File: config.mk
export PLATFORM = sky130hd
export DESIGN_NAME = jtag_tap_ctrl
export DESIGN_NICKNAME = d
export VERILOG_FILES = /design/src/rtl/jtag_tap_ctrl.sv
export SDC_FILE = /design/constraint.sdc
export NUM_CORES = 1
export LEC_CHECK = 0
export ABC_AREA = 1
export CAP_MARGIN = 20
export CORE_MARGIN = 1.5
export CORE_UTILIZATION = 23
export CTS_CLUSTER_SIZE = 16
export DETAILED_ROUTE_END_ITERATION = 6
export PLACE_DENSITY = 0.47
export SLEW_MARGIN = 5
export SYNTH_ARGS = -nofsm -noshare
export SYNTH_HDL_FRONTEND = slang
export SYNTH_SLANG_ARGS = --single-unit
export TNS_END_PERCENT = 100
File: constraint.sdc
create_clock -name clk -period 7.4 [get_ports clk]
set_input_delay 1.48 -clock clk [delete_from_list [all_inputs] [get_ports clk]]
set_output_delay 1.48 -clock clk [all_outputs]
set_load 0.02 [all_outputs]
File: src/rtl/jtag_tap_ctrl.sv
// rtl/jtag_tap_ctrl.sv - IEEE 1149.1 TAP controller with IR, IDCODE, BYPASS and DMI DR, oversampled in clk
module jtag_tap_ctrl #(
  parameter int          IR_WIDTH    = 5,
  parameter logic [31:0] IDCODE_VAL  = 32'h1000_0001,
  parameter int          DMI_WIDTH   = 41,
  parameter int          SYNC_STAGES = 2
) (
  input  logic                 clk,
  input  logic                 rst,
  input  logic                 tck,
  input  logic                 tms,
  input  logic                 tdi,
  input  logic                 trst,
  output logic                 tdo,
  output logic [IR_WIDTH-1:0]  ir,
  output logic [3:0]           tap_state,
  output logic                 dmi_capture_req,
  input  logic [DMI_WIDTH-1:0] dmi_capture_data,
  output logic                 dmi_update,
  output logic [DMI_WIDTH-1:0] dmi_update_data
);

  localparam logic [IR_WIDTH-1:0] IR_IDCODE = IR_WIDTH'(5'h01);
  localparam logic [IR_WIDTH-1:0] IR_DMI    = IR_WIDTH'(5'h11);

  typedef enum logic [3:0] {
    TLR   = 4'd0,  RTI   = 4'd1,  SELDR = 4'd2,  CAPDR = 4'd3,
    SHDR  = 4'd4,  EX1DR = 4'd5,  PADR  = 4'd6,  EX2DR = 4'd7,
    UPDDR = 4'd8,  SELIR = 4'd9,  CAPIR = 4'd10, SHIR  = 4'd11,
    EX1IR = 4'd12, PAIR  = 4'd13, EX2IR = 4'd14, UPDIR = 4'd15
  } tap_state_e;

  tap_state_e state, state_nxt;

  logic [SYNC_STAGES-1:0] tck_sync, tms_sync, tdi_sync, trst_sync;
  logic                   tck_prev;
  logic                   tck_s, tms_s, tdi_s, trst_s;
  logic                   tck_rise, tck_fall;

  logic [IR_WIDTH-1:0]  ir_sh;
  logic [31:0]          idcode_sh;
  logic [DMI_WIDTH-1:0] dmi_sh;
  logic [DMI_WIDTH-1:0] dmi_hold;
  logic                 bypass_sh;
  logic                 dr_lsb;

  // Pin synchronizers plus one extra tck sample for edge detection
  always_ff @(posedge clk or posedge rst) begin
    if (rst) begin
      tck_sync  <= '0;
      tms_sync  <= '0;
      tdi_sync  <= '0;
      trst_sync <= '0;
      tck_prev  <= 1'b0;
    end else begin
      tck_sync  <= {tck_sync[SYNC_STAGES-2:0], tck};
      tms_sync  <= {tms_sync[SYNC_STAGES-2:0], tms};
      tdi_sync  <= {tdi_sync[SYNC_STAGES-2:0], tdi};
      trst_sync <= {trst_sync[SYNC_STAGES-2:0], trst};
      tck_prev  <= tck_sync[SYNC_STAGES-1];
    end
  end

  assign tck_s    = tck_sync[SYNC_STAGES-1];
  assign tms_s    = tms_sync[SYNC_STAGES-1];
  assign tdi_s    = tdi_sync[SYNC_STAGES-1];
  assign trst_s   = trst_sync[SYNC_STAGES-1];
  assign tck_rise = tck_s & ~tck_prev;
  assign tck_fall = ~tck_s & tck_prev;

  // Debug module samples dmi_capture_data on the step from Select-DR into Capture-DR
  assign dmi_capture_req = tck_rise & ~trst_s & (state == SELDR) & ~tms_s & (ir == IR_DMI);

  // Output bit of whichever data register the current instruction selects
  always_comb begin
    dr_lsb = bypass_sh;
    if (ir == IR_IDCODE)   dr_lsb = idcode_sh[0];
    else if (ir == IR_DMI) dr_lsb = dmi_sh[0];
  end

  // TAP state register
  always_ff @(posedge clk or posedge rst) begin
    if (rst) state <= TLR;
    else     state <= state_nxt;
  end

  // TAP next state: trst forces TLR, otherwise step on each tck rise
  always_comb begin
    state_nxt = state;
    if (trst_s) begin
      state_nxt = TLR;
    end else if (tck_rise) begin
      case (state)
        TLR:     state_nxt = tms_s ? TLR   : RTI;
        RTI:     state_nxt = tms_s ? SELDR : RTI;
        SELDR:   state_nxt = tms_s ? SELIR : CAPDR;
        CAPDR:   state_nxt = tms_s ? EX1DR : SHDR;
        SHDR:    state_nxt = tms_s ? EX1DR : SHDR;
        EX1DR:   state_nxt = tms_s ? UPDDR : PADR;
        PADR:    state_nxt = tms_s ? EX2DR : PADR;
        EX2DR:   state_nxt = tms_s ? UPDDR : SHDR;
        UPDDR:   state_nxt = tms_s ? SELDR : RTI;
        SELIR:   state_nxt = tms_s ? TLR   : CAPIR;
        CAPIR:   state_nxt = tms_s ? EX1IR : SHIR;
        SHIR:    state_nxt = tms_s ? EX1IR : SHIR;
        EX1IR:   state_nxt = tms_s ? UPDIR : PAIR;
        PAIR:    state_nxt = tms_s ? EX2IR : PAIR;
        EX2IR:   state_nxt = tms_s ? UPDIR : SHIR;
        UPDIR:   state_nxt = tms_s ? SELDR : RTI;
        default: state_nxt = TLR;
      endcase
    end
  end

  // Register actions keyed on the state held at tck rise, tdo on tck fall
  always_ff @(posedge clk or posedge rst) begin
    if (rst) begin
      ir         <= IR_IDCODE;
      ir_sh      <= '0;
      idcode_sh  <= '0;
      dmi_sh     <= '0;
      dmi_hold   <= '0;
      bypass_sh  <= 1'b0;
      tdo        <= 1'b0;
      dmi_update <= 1'b0;
    end else begin
      dmi_update <= 1'b0;
      if (trst_s) begin
        ir  <= IR_IDCODE;
        tdo <= 1'b0;
      end else begin
        if (dmi_capture_req) dmi_hold <= dmi_capture_data;
        if (tck_rise) begin
          case (state)
            CAPIR: ir_sh <= IR_WIDTH'(2'b01);
            SHIR:  ir_sh <= {tdi_s, ir_sh[IR_WIDTH-1:1]};
            UPDIR: ir    <= ir_sh;
            CAPDR: begin
              if (ir == IR_IDCODE)   idcode_sh <= IDCODE_VAL;
              else if (ir == IR_DMI) dmi_sh    <= dmi_hold;
              else                   bypass_sh <= 1'b0;
            end
            SHDR: begin
              if (ir == IR_IDCODE)   idcode_sh <= {tdi_s, idcode_sh[31:1]};
              else if (ir == IR_DMI) dmi_sh    <= {tdi_s, dmi_sh[DMI_WIDTH-1:1]};
              else                   bypass_sh <= tdi_s;
            end
            UPDDR: if (ir == IR_DMI) dmi_update <= 1'b1;
            default: ;
          endcase
        end
        if (tck_fall) begin
          case (state)
            SHIR:    tdo <= ir_sh[0];
            SHDR:    tdo <= dr_lsb;
            default: tdo <= 1'b0;
          endcase
        end
        if (state == TLR) ir <= IR_IDCODE;
      end
    end
  end

  assign tap_state       = state;
  assign dmi_update_data = dmi_sh;

endmodule

== Word-level counts from Yosys, hierarchy flattened ==
Index checks and enable logic that the tools add are counted.
W data, S select, Z words.
Operators by class
  reduce and logical (&&, ||, !) cells: 16
  muxes and demuxes: 42
  bitwise gates (word level): 10
  equal/unequal tests: 25
Operator list (number)
  $mux W41: 4
  $pmux W41 S2: 1
  $mux W32: 2
  $pmux W32 S2: 1
  $pmux W4 S12: 1
  $eq A4 B4 Y1 const B: 8
  $mux W4: 6
  $mux W5: 4
  $eq A4 B3 Y1 const B: 4
  $ne A2 B2 Y1 const B: 8
  $mux W1: 15
  $reduce_and A7 Y1: 2
  $pmux W5 S2: 1
  $eq A4 B2 Y1 const B: 2
  $reduce_bool A2 Y1: 4
  $and A1 B1 Y1: 6
  $mux W2: 3
  $mux W3: 2
  $reduce_bool A3 Y1: 2
  $eq A5 B1 Y1 const B: 1
  $eq A5 B5 Y1 const B: 1
  $reduce_and A5 Y1: 1
  $eq A4 B1 Y1 const B: 1
  $logic_not A4 Y1: 1
  other kinds (6): 12
Word-level totals
  register bits: 140
  output and inout port bits: 53
  word-level logic and storage cells: 107

== Logic depth before layout (Yosys ltp) ==
  depth in word-level cells: 7
  depth in mapped cells: 10
  gate-level depth less buffers: 9

== Least setup slack after synthesis ==
Ideal clock, no wire load.
  path kind: register -> output
  start point: register ir[0]
  end point: output port dmi_capture_req
  data arrival time: 1.508 ns
  path buffers: 1
  path slack: 4.412 ns
  required time: 5.920 ns
  stages on the path, launching flop included: 8
  cells stage by stage: dfstp_2 -> inv_1 -> nor2_1 -> nand2_1 -> nor2_1 -> nand2_1 -> nor2_2 -> buf_4
Between the ends
  longest elaborated chain between the ends: 2
Ends and longest elaborated chain
  from (decl): RTL line 15  | output logic [IR_WIDTH-1:0] ir,
  from (signal assigned): RTL line 137  | UPDIR: ir <= ir_sh;
  $eq A5 B5 Y1: RTL line 72  | assign dmi_capture_req = tck_rise & ~trst_s & (state == SELDR) & ~tms_s & (ir == IR_DMI);
  $and A1 B1 Y1: RTL line 72
  to (decl): RTL line 17  | output logic dmi_capture_req,
No other way between the ends.

== Worst setup path after layout ==
Same ends and word-level chain as after synthesis.

==> impl_metrics.py <==
metrics = {
    "outcome": {
        "status": "finished clean",
    },
    "critical_path": {
        "cp_top_family": "buffers and inverters",
        "rr_worst_depth": 9,
        "r2r-end": "dmi_update_data[35]",
        "critPathSlowestCell": "clkdlybuf4s50_1",
        "cp.arrival_ns": 2.87,
        "cp_num_buf_inv": 3,
        "cpPeakStageDelay_ns": 0.70,
        "cp.required_ns": 5.92,
        "cp_max_fo": 43,
        "reg2reg_slack_ns": 5.09,
        "startpoint_type": "register",
        "r2r_start": "ir[0]",
        "critPathCaptureType": "primary output",
        "path_depth": 8,
        "cp_cell_sequence": "inv_1, nor2_1, nand2_1, nor2_1, nand2_1, nor2_4, buf_4, clkdlybuf4s50_1",
        "path_class": "register to primary output",
    },
    "grt": {
        "antenna_found_initial": 0,
        "gr-total-overflow": 0,
        "grt_max_degree": 83,
        "grt_pass1_wl_um": 24200,
        "gr-usage-all-layers": 0.115,
        "grt_pass1_vias": 4782,
    },
    "clocking": {
        "clk_pin_slew_worst_paths_ns": 0.06,
        "postCtsHoldBufs": 0,
        "cts_resized": 0,
        "clockRootBuffer": "clkbuf_16",
        "cts_buffers": 17,
        "cts_tree": "built",
        "cts_setup_buffers": 0,
        "htreeDepth": 4,
        "clock-sinks": 140,
        "cts_max_path_buffers": 2,
        "clk_latency_ns": 0.43,
    },
    "placed_design": {
        "dp.cells": 1148,
        "gp_congestion": 0.856,
        "numPortBuffers": 99,
        "pre_cts_slack_ns": 3.42,
        "dp_hpwl_um": 9290,
    },
    "sta": {
        "finalCritPeriodShare": 0.588,
        "hold_viol_final": 0,
        "setup_viol": 0,
        "worst_pin_slew_ns": 0.850,
        "rsz0062_at_grt": "false",
        "fin_ws_ns": 3.05,
        "slew_headroom": 0.434,
        "period_minus_slack_ns": 4.35,
        "slew_violations": 0,
        "holdWs_ns": 0.349,
        "max_freq_mhz": 230,
        "timing.setup.tns_ns": 0,
        "clock_skew_ns": 0.0146,
    },
    "cells_and_area": {
        "insertedDiodeCount": 0,
        "final_cells": 1180,
        "syn2layout_area_growth_pct": 30.4,
        "nNetsFinal": 880,
        "layout-drive-gt1-share": 0.0604,
    },
    "die": {
        "die_x_um": 165,
        "start_util": 0.233,
        "die_height_um": 165,
        "core_um2": 26000,
        "num_rows": 59,
        "boundaryPins": 100,
        "dieArea_um2": 27400,
    },
    "power_and_ir_drop": {
        "power.density_nw_per_um2": 202,
        "swShare": 0.231,
        "p_leak_nw": 3.58,
        "combPwrFrac": 0.031,
        "peakVddDrop_mv": 0.122,
        "p_sw_uw": 370,
        "p_seq_frac": 0.482,
        "power_mw": 1.60,
        "p_int_mw": 1.23,
        "clockPowerShare": 0.487,
    },
    "hold_path": {
        "min_path_cells": 0,
        "hold_start": "tms_sync[0]",
        "hp-class": "register to register",
        "worstHoldEndpoint": "tms_sync[1]",
    },
    "logic_synthesis": {
        "synth_cell_types": 26,
        "syn_nets": 790,
        "netlist_instances": 743,
        "synth_area_um2": 6060,
        "seq_area_frac_synth": 0.578,
        "ys_seq_elements": 140,
        "yosys-top-cells-area": "dfrtp_1 57%, nand2_1 19%, o21ai_1 5.7%",
        "ys_warn_count": 0,
        "yosys.area.top_type": "dfrtp_1",
        "synth_area_per_cell_um2": 8.16,
        "yosys.area.top_type_share": 0.574,
    },
    "drt": {
        "antenna_left": 0,
        "remaining_drc_errors": 0,
        "first_pass_iters": 5,
        "wl_um": 14700,
        "drt-initial-drc-count": 176,
        "num_vias": 4843,
        "wire_per_inst_um": 12.4,
        "vias_per_cell": 4.10,
    },
    "job": {
        "cap_violations": 0,
    },
}
[cell usage after synthesis, drive strengths merged]
cell type / instances
nand2: 312
dfrtp: 139
o21ai: 129
inv: 67
nor2: 32
buf: 19
clkbuf: 16
nand3: 12
a21oi: 4
nand4: 3
o21a: 2
or2: 2
a31oi: 1
dfstp: 1
nand3b: 1
nor3: 1
o211ai: 1
o22ai: 1
[routing by layer]
metal	share of wire	track usage	up-vias
met5	0	0	-
met4	0.014	0.0386	0
met3	0.054	0.0360	20
met2	0.44	0.178	90
met1	0.50	0.151	2225
li1	-	-	2508
[layout make-up]
type / count / area (um^2)
clock buffers: 19 / 443
clock inverters: 12 / 92.6
fillers: 2824 / 18100
inverters: 67 / 256
multi-input cells: 501 / 2140
flip-flops and latches: 140 / 3500
well taps: 335 / 419
repair buffers: 106 / 1060
[worst reg2reg max path, delay by kind of cell, from the launching register on]
family	cells	cell delay, ns
compound gates	1	0.11
flops	1	0.54
buf+inv	3	0.75
simple gates	5	0.83
[how the worst max path moves through the flow]
stage,slack (ns),start,endpoint
2_1_floorplan,2.17,rst,bypass_sh
4_1_cts,2.96,ir[0],dmi_capture_req
5_1_grt,2.81,ir[0],dmi_capture_req
3_3_place_gp,3.46,ir[0],dmi_capture_req
3_5_place_dp,3.42,ir[0],dmi_capture_req
6_report,3.05,ir[0],dmi_capture_req
[flip-flops by register name (all words and copies together) (netlist names)]
| register | count |
|---|---|
| trst_sync | 2 |
| tck_sync | 2 |
| tms_sync | 2 |
| tck_prev | 1 |
| ir | 5 |
| bypass_sh | 1 |
| tdi_sync | 2 |
| tdo | 1 |
| dmi_update_data | 41 |
| dmi_update | 1 |
| ir_sh | 5 |
| tap_state | 4 |
| dmi_hold | 41 |
| idcode_sh | 32 |
[metrics by stage]
step / instance area [um^2] / util
after detailed placement: 7350 / 0.283
final: 7910 / 0.304
after global placement: 7350 / 0.283
after global routing: 7910 / 0.304
after CTS: 7890 / 0.304
after floorplan: 6060 / -
[power by group through the flow]
stage          combinational [mW]  clock, mW  sequential (mW)
2_1_floorplan              0.0170          0            0.785
3_3_place_gp               0.0525          0            0.785
3_5_place_dp               0.0518          0            0.785
4_1_cts                    0.0521      0.807            0.771
5_1_grt                    0.0560      0.839            0.771
6_report                   0.0499      0.780            0.771
[kinds of logic after synthesis]
group	count (synthesis)	share of synthesized area
flops	140	0.578
compound gates	138	0.116
buf+inv	102	0.0706
simple gates	363	0.235
[placed cells by master (no fill, tap or decap), types with 4 or more instances in the layout]
cell type,count
clkdlybuf4s50_1,99
buf_4,6
clkbuf_16,17
o21ai_1,69
o21ai_0,60
nor2_1,25
nor2_2,4
dfrtp_1,139
nand3_1,12
clkinv_4,6
inv_1,64
nand2_1,310
(Power assumes the default switching activity.)
